**src/rtl/mux_2x1_rr_arbiter_if.sv**
```systemverilog
// Handshake bundle shared by the two requesters, the round-robin arbiter and
// the downstream consumer; the arbiter takes the slave view.
interface mux_2x1_rr_arbiter_if #(
    parameter int W = 8
);
    logic         in0_valid;
    logic [W-1:0] in0_data;
    logic         in0_last;
    logic         in0_ready;

    logic         in1_valid;
    logic [W-1:0] in1_data;
    logic         in1_last;
    logic         in1_ready;

    logic         out_valid;
    logic [W-1:0] out_data;
    logic         out_last;
    logic         out_src;
    logic         out_ready;

    logic         sel;

    modport slave (
        input  in0_valid, in0_data, in0_last,
        output in0_ready,
        input  in1_valid, in1_data, in1_last,
        output in1_ready,
        output out_valid, out_data, out_last, out_src,
        input  out_ready,
        output sel
    );

    modport master (
        output in0_valid, in0_data, in0_last,
        input  in0_ready,
        output in1_valid, in1_data, in1_last,
        input  in1_ready,
        input  out_valid, out_data, out_last, out_src,
        output out_ready,
        input  sel
    );
endinterface

```
**src/rtl/mux_2x1_rr_arbiter.sv**
```systemverilog
// Round-robin burst arbiter for a 2:1 mux: locks a grant until last or a beat
// timeout, drives the mux select and registers accepted beats in one output slot.
module mux_2x1_rr_arbiter #(
    parameter int W         = 8,
    parameter int MAX_BEATS = 4
) (
    input  logic                  clk,
    input  logic                  rst,
    mux_2x1_rr_arbiter_if.slave   bus
);
    localparam int CW = $clog2(MAX_BEATS + 1);

    typedef enum logic [1:0] {
        IDLE,
        BUSY0,
        BUSY1
    } state_t;

    state_t        state;
    logic          prio;
    logic [CW-1:0] cnt;
    logic          sel_q;

    logic          out_valid_q;
    logic [W-1:0]  out_data_q;
    logic          out_last_q;
    logic          out_src_q;

    logic          can_accept;
    logic          grant1;
    logic          cur_valid;
    logic [W-1:0]  cur_data;
    logic          cur_last;
    logic          xfer;
    logic          burst_end;

    // Readies depend only on state and the output slot, never on requester valids.
    assign can_accept    = !out_valid_q || bus.out_ready;
    assign bus.in0_ready = (state == BUSY0) && can_accept;
    assign bus.in1_ready = (state == BUSY1) && can_accept;

    assign grant1    = (state == BUSY1);
    assign cur_valid = grant1 ? bus.in1_valid : bus.in0_valid;
    assign cur_data  = grant1 ? bus.in1_data  : bus.in0_data;
    assign cur_last  = grant1 ? bus.in1_last  : bus.in0_last;
    assign xfer      = cur_valid && (bus.in0_ready || bus.in1_ready);

    // cnt still holds the pre-increment count, so MAX_BEATS-1 marks the final allowed beat.
    assign burst_end = cur_last || (cnt == CW'(MAX_BEATS - 1));

    always_ff @(posedge clk or posedge rst) begin
        if (rst) begin
            state       <= IDLE;
            prio        <= 1'b0;
            cnt         <= '0;
            sel_q       <= 1'b0;
            out_valid_q <= 1'b0;
            out_data_q  <= '0;
            out_last_q  <= 1'b0;
            out_src_q   <= 1'b0;
        end else begin
            case (state)
                IDLE: begin
                    if (bus.in0_valid && bus.in1_valid) begin
                        state <= prio ? BUSY1 : BUSY0;
                        sel_q <= prio;
                    end else if (bus.in0_valid) begin
                        state <= BUSY0;
                        sel_q <= 1'b0;
                    end else if (bus.in1_valid) begin
                        state <= BUSY1;
                        sel_q <= 1'b1;
                    end
                end
                BUSY0, BUSY1: begin
                    if (xfer) begin
                        if (burst_end) begin
                            state <= IDLE;
                            prio  <= ~grant1;
                            cnt   <= '0;
                        end else begin
                            cnt <= cnt + 1'b1;
                        end
                    end
                end
                default: state <= IDLE;
            endcase

            // A new beat may overwrite the slot in the same cycle the old one drains.
            if (xfer) begin
                out_valid_q <= 1'b1;
                out_data_q  <= cur_data;
                out_last_q  <= cur_last;
                out_src_q   <= grant1;
            end else if (bus.out_ready) begin
                out_valid_q <= 1'b0;
            end
        end
    end

    assign bus.out_valid = out_valid_q;
    assign bus.out_data  = out_data_q;
    assign bus.out_last  = out_last_q;
    assign bus.out_src   = out_src_q;
    assign bus.sel       = sel_q;
endmodule

```
**src/flat_wrapper.sv**
```systemverilog
// flat-port wrapper written by rule: the top's interface ports become plain ports
module mux_2x1_rr_arbiter_flat 
#(
    parameter int W         = 8,
    parameter int MAX_BEATS = 4
)
  (clk, rst, bus_in0_valid, bus_in0_data, bus_in0_last, bus_in0_ready, bus_in1_valid, bus_in1_data, bus_in1_last, bus_in1_ready, bus_out_valid, bus_out_data, bus_out_last, bus_out_src, bus_out_ready, bus_sel);
  mux_2x1_rr_arbiter_if #(.W(W)) bus_i ();
  input  logic clk;
  input  logic rst;
  input wire logic [$bits(bus_i.in0_valid)-1:0] bus_in0_valid;
  input wire logic [$bits(bus_i.in0_data)-1:0] bus_in0_data;
  input wire logic [$bits(bus_i.in0_last)-1:0] bus_in0_last;
  output wire logic [$bits(bus_i.in0_ready)-1:0] bus_in0_ready;
  input wire logic [$bits(bus_i.in1_valid)-1:0] bus_in1_valid;
  input wire logic [$bits(bus_i.in1_data)-1:0] bus_in1_data;
  input wire logic [$bits(bus_i.in1_last)-1:0] bus_in1_last;
  output wire logic [$bits(bus_i.in1_ready)-1:0] bus_in1_ready;
  output wire logic [$bits(bus_i.out_valid)-1:0] bus_out_valid;
  output wire logic [$bits(bus_i.out_data)-1:0] bus_out_data;
  output wire logic [$bits(bus_i.out_last)-1:0] bus_out_last;
  output wire logic [$bits(bus_i.out_src)-1:0] bus_out_src;
  input wire logic [$bits(bus_i.out_ready)-1:0] bus_out_ready;
  output wire logic [$bits(bus_i.sel)-1:0] bus_sel;
  assign bus_i.in0_valid = bus_in0_valid;
  assign bus_i.in0_data = bus_in0_data;
  assign bus_i.in0_last = bus_in0_last;
  assign bus_in0_ready = bus_i.in0_ready;
  assign bus_i.in1_valid = bus_in1_valid;
  assign bus_i.in1_data = bus_in1_data;
  assign bus_i.in1_last = bus_in1_last;
  assign bus_in1_ready = bus_i.in1_ready;
  assign bus_out_valid = bus_i.out_valid;
  assign bus_out_data = bus_i.out_data;
  assign bus_out_last = bus_i.out_last;
  assign bus_out_src = bus_i.out_src;
  assign bus_i.out_ready = bus_out_ready;
  assign bus_sel = bus_i.sel;
  mux_2x1_rr_arbiter #(.W(W), .MAX_BEATS(MAX_BEATS)) u_core (.clk(clk), .rst(rst), .bus(bus_i));
endmodule
```
**config.mk**
```make
export PLATFORM = sky130hd
export DESIGN_NAME = mux_2x1_rr_arbiter_flat
export DESIGN_NICKNAME = d
export VERILOG_FILES = /design/src/rtl/mux_2x1_rr_arbiter_if.sv /design/src/rtl/mux_2x1_rr_arbiter.sv /design/src/flat_wrapper.sv
export SDC_FILE = /design/constraint.sdc
export NUM_CORES = 1
export LEC_CHECK = 0
export CAP_MARGIN = 20
export CELL_PAD_IN_SITES_DETAIL_PLACEMENT = 0
export CELL_PAD_IN_SITES_GLOBAL_PLACEMENT = 1
export CORE_ASPECT_RATIO = 1.25
export CORE_UTILIZATION = 34
export CTS_BUF_LIST = sky130_fd_sc_hd__clkbuf_16
export CTS_CLUSTER_SIZE = 25
export DETAILED_ROUTE_END_ITERATION = 16
export PLACE_DENSITY_LB_ADDON = 0.1
export SYNTH_ARGS = -nofsm -noshare
export SYNTH_HDL_FRONTEND = slang
export SYNTH_SLANG_ARGS = --single-unit
```
**constraint.sdc**
```tcl
create_clock -name clk -period 5.25 [get_ports clk]
set_input_delay 0.525 -clock clk [delete_from_list [all_inputs] [get_ports clk]]
set_output_delay 0.525 -clock clk [all_outputs]
set_load 0.005 [all_outputs]
```
==> flow_summary.yaml <==
timing:
  finalSetupViolCount: 0
  slew_headroom_pct: 54.3
  rsz0062_at_grt: "no"
  tns_ps: 0
  hold_viol: 0
  period_minus_slack_ps: 2610
  drv_slew: 0
  fin_hold_ws_ps: 471
  tightestPinTransition_ps: 685
  clock.fmax_mhz: 382
  post-route-period-util_pct: 49.8
  fin_skew_ps: 2.62
yosys:
  synth_top_area_cell: "dfrtp_1"
  seq_area_frac_synth_pct: 46.3
  ys_ff_latch: 18
  yosysWarningCount: 0
  synth_nets: 123
  syn_avg_cell_area_um2: 10.3
  synth_top_area_share_pct: 46.3
  synthesis.area_um2: 972
  synthesis.instances: 94
  synth_cell_type_count: 26
  synthTopCellsByArea: "dfrtp_1 (46%), mux2i_1 (8.2%), ha_1 (7.7%)"
power:
  p_per_area_mw_per_mm2: 522
  vdd_drop_max_mv: 0.248
  total_power_uw: 745
  p_leak_uw: 0.000602
cts:
  post_cts_resize_count: 0
  cts_max_path_buffers: 2
  htreeDepth: 1
  clkTransAtPathRegs_ps: 50
  cts_tree: "done"
  insertion_delay_ps: 240
  cts.sinks: 18
  postCtsHoldBufs: 0
  post_cts_buffers: 0
  clock-root-buffer: "clkbuf_16"
  cts_buffers: 3
floorplan:
  die_y_um: 61.8
  die_w_um: 49.8
  core_region_area_mm2: 0.00271
  placementRows: 21
  io_pins: 37
  die-area_mm2: 0.00308
  initial_core_util_pct: 35.9
route:
  routed_wl_mm: 2.02
  ant_nets: 0
  drt_iter0_drc: 16
  routedWlPerCell_um: 12.3
  vias: 765
  drt_drc_violations_left: 0
  vias_per_cell: 4.64
  dr.pass1.iters: 3
global_routing:
  grt_pass1_wl_mm: 3.20
  overflow: 0
  antenna_found_initial: 0
  grt_max_degree: 19
  grtUsageMet3_pct: 2.43
  grt_pass1_vias: 705
  grt_use_met2_pct: 26.8
  use_met1_pct: 15.5
  top_usage_layer: "met2"
  grt_usage_pct: 14.5
setup_path:
  cp.required_ps: 4720
  crit_path_end_kind: "output pin"
  start_kind: "flip-flop"
  critPathArrivalTime_ps: 2090
  worstPathMaxFanout: 12
  critPathKind: "flip-flop to output pin"
finish:
  final_cell_mix: "clkdlybuf4s50_1 (36), dfrtp_1 (18), nand2_1 (11)"
  nets: 161
  regArea_um2: 450
  drive_gt1_share_pct: 6.87
  final_common_cell: "clkdlybuf4s50_1"
  n_antenna_cell: 0
  area_growth_pct: 46.8
  fillers: 251
  final_cell_count_no_fill: 165
  multi_input_area_um2: 480
placement:
  port_buffers: 36
  gp_congestion: 0.714
  dp.cells: 161
  hpwl_mm: 1.59
status:
  outcome: "completed"
run:
  cap_violations: 0
worst_hold_path:
  hp-class: "flip-flop to flip-flop"
cells by family (layout without fill, tap and decap cells):
group           after synthesis  after routing  share of synthesized area [%]
mux                          11             11                           12.5
fa+ha+maj                     6              6                           7.72
simple gates                 33             33                           16.2
compound gates               19             19                           13.0
buf+inv                       7             44                           4.25
flops                        18             18                           46.3
final timing paths:
path,end,slack (ps),cells past startpoint,start
setup / recovery,bus_in1_ready,2640,4,u_core.state[0]
hold / removal,u_core.cnt[2],470,2,u_core.cnt[2]
setup reg to reg,u_core.state[1],3020,6,u_core.state[0]
hold reg to reg,u_core.cnt[2],470,2,u_core.cnt[2]
max in group asynchronous,u_core.state[1],4130,2,rst
min in group asynchronous,u_core.bus.out_data[6],690,2,rst
registers in the layout, indices dropped and copies added, names as in the netlist:
register              cells
u_core.cnt                3
u_core.prio               1
u_core.bus.out_src        1
u_core.bus.sel            1
u_core.bus.out_data       8
u_core.bus.out_last       1
u_core.bus.out_valid      1
u_core.state              2
cells in the mapped netlist (all sizes together):
master and n:
nand2 11, a22oi 1, buf 3, nand3 2
or2 1, o22ai 1, a211oi 1, and3 1
o21ai 3, ha 6, inv 4, a22o 1
dfrtp 18, o31ai 1, mux2i 8, and2b 1
nand4 1, o2111ai 1, and2 4, o41ai 1
mux2 3, nand2b 2, a21oi 9, nor2 10
per-stage QoR:
step	instance area (um2)	setup WS, ps	util, %
3_5_place_dp	1350	2890	49.8
2_1_floorplan	972	3430	-
6_report	1430	2640	52.8
3_3_place_gp	1350	2890	49.8
5_1_grt	1430	2540	52.8
4_1_cts	1430	2630	52.8
worst max-delay path: stages, from the launching register on:
cell             delay (ps)
dfrtp_1                 390
inv_1                   150
ha_1                    600
and2_1                  210
clkdlybuf4s50_1         490
routing by layer:
layer / vias up / wire length [um]
met3: 2 / 101
li1: 399 / -
met2: 21 / 1080
met5: - / 0
met1: 343 / 815
met4: 0 / 26
area by class of cell:
cell class	instances	area share, %
multi-input cells	69	33.7
flip-flops and latches	18	31.6
repair buffers	36	25.2
clock buffers	3	5.26
well taps	34	2.98
inverters	4	1.05
clock inverters	1	0.263
power breakdown:
| group | leakage, uW | total [uW] | switching [uW] | internal (uW) |
|---|---|---|---|---|
| Clock | 0.0000385 | 150 | 49.1 | 101 |
| Combinational | 0.000348 | 359 | 158 | 201 |
| Sequential | 0.000215 | 236 | 33.3 | 202 |
| Total | 0.000602 | 745 | 241 | 504 |
No activity file was read; power rests on OpenSTA's default activity.
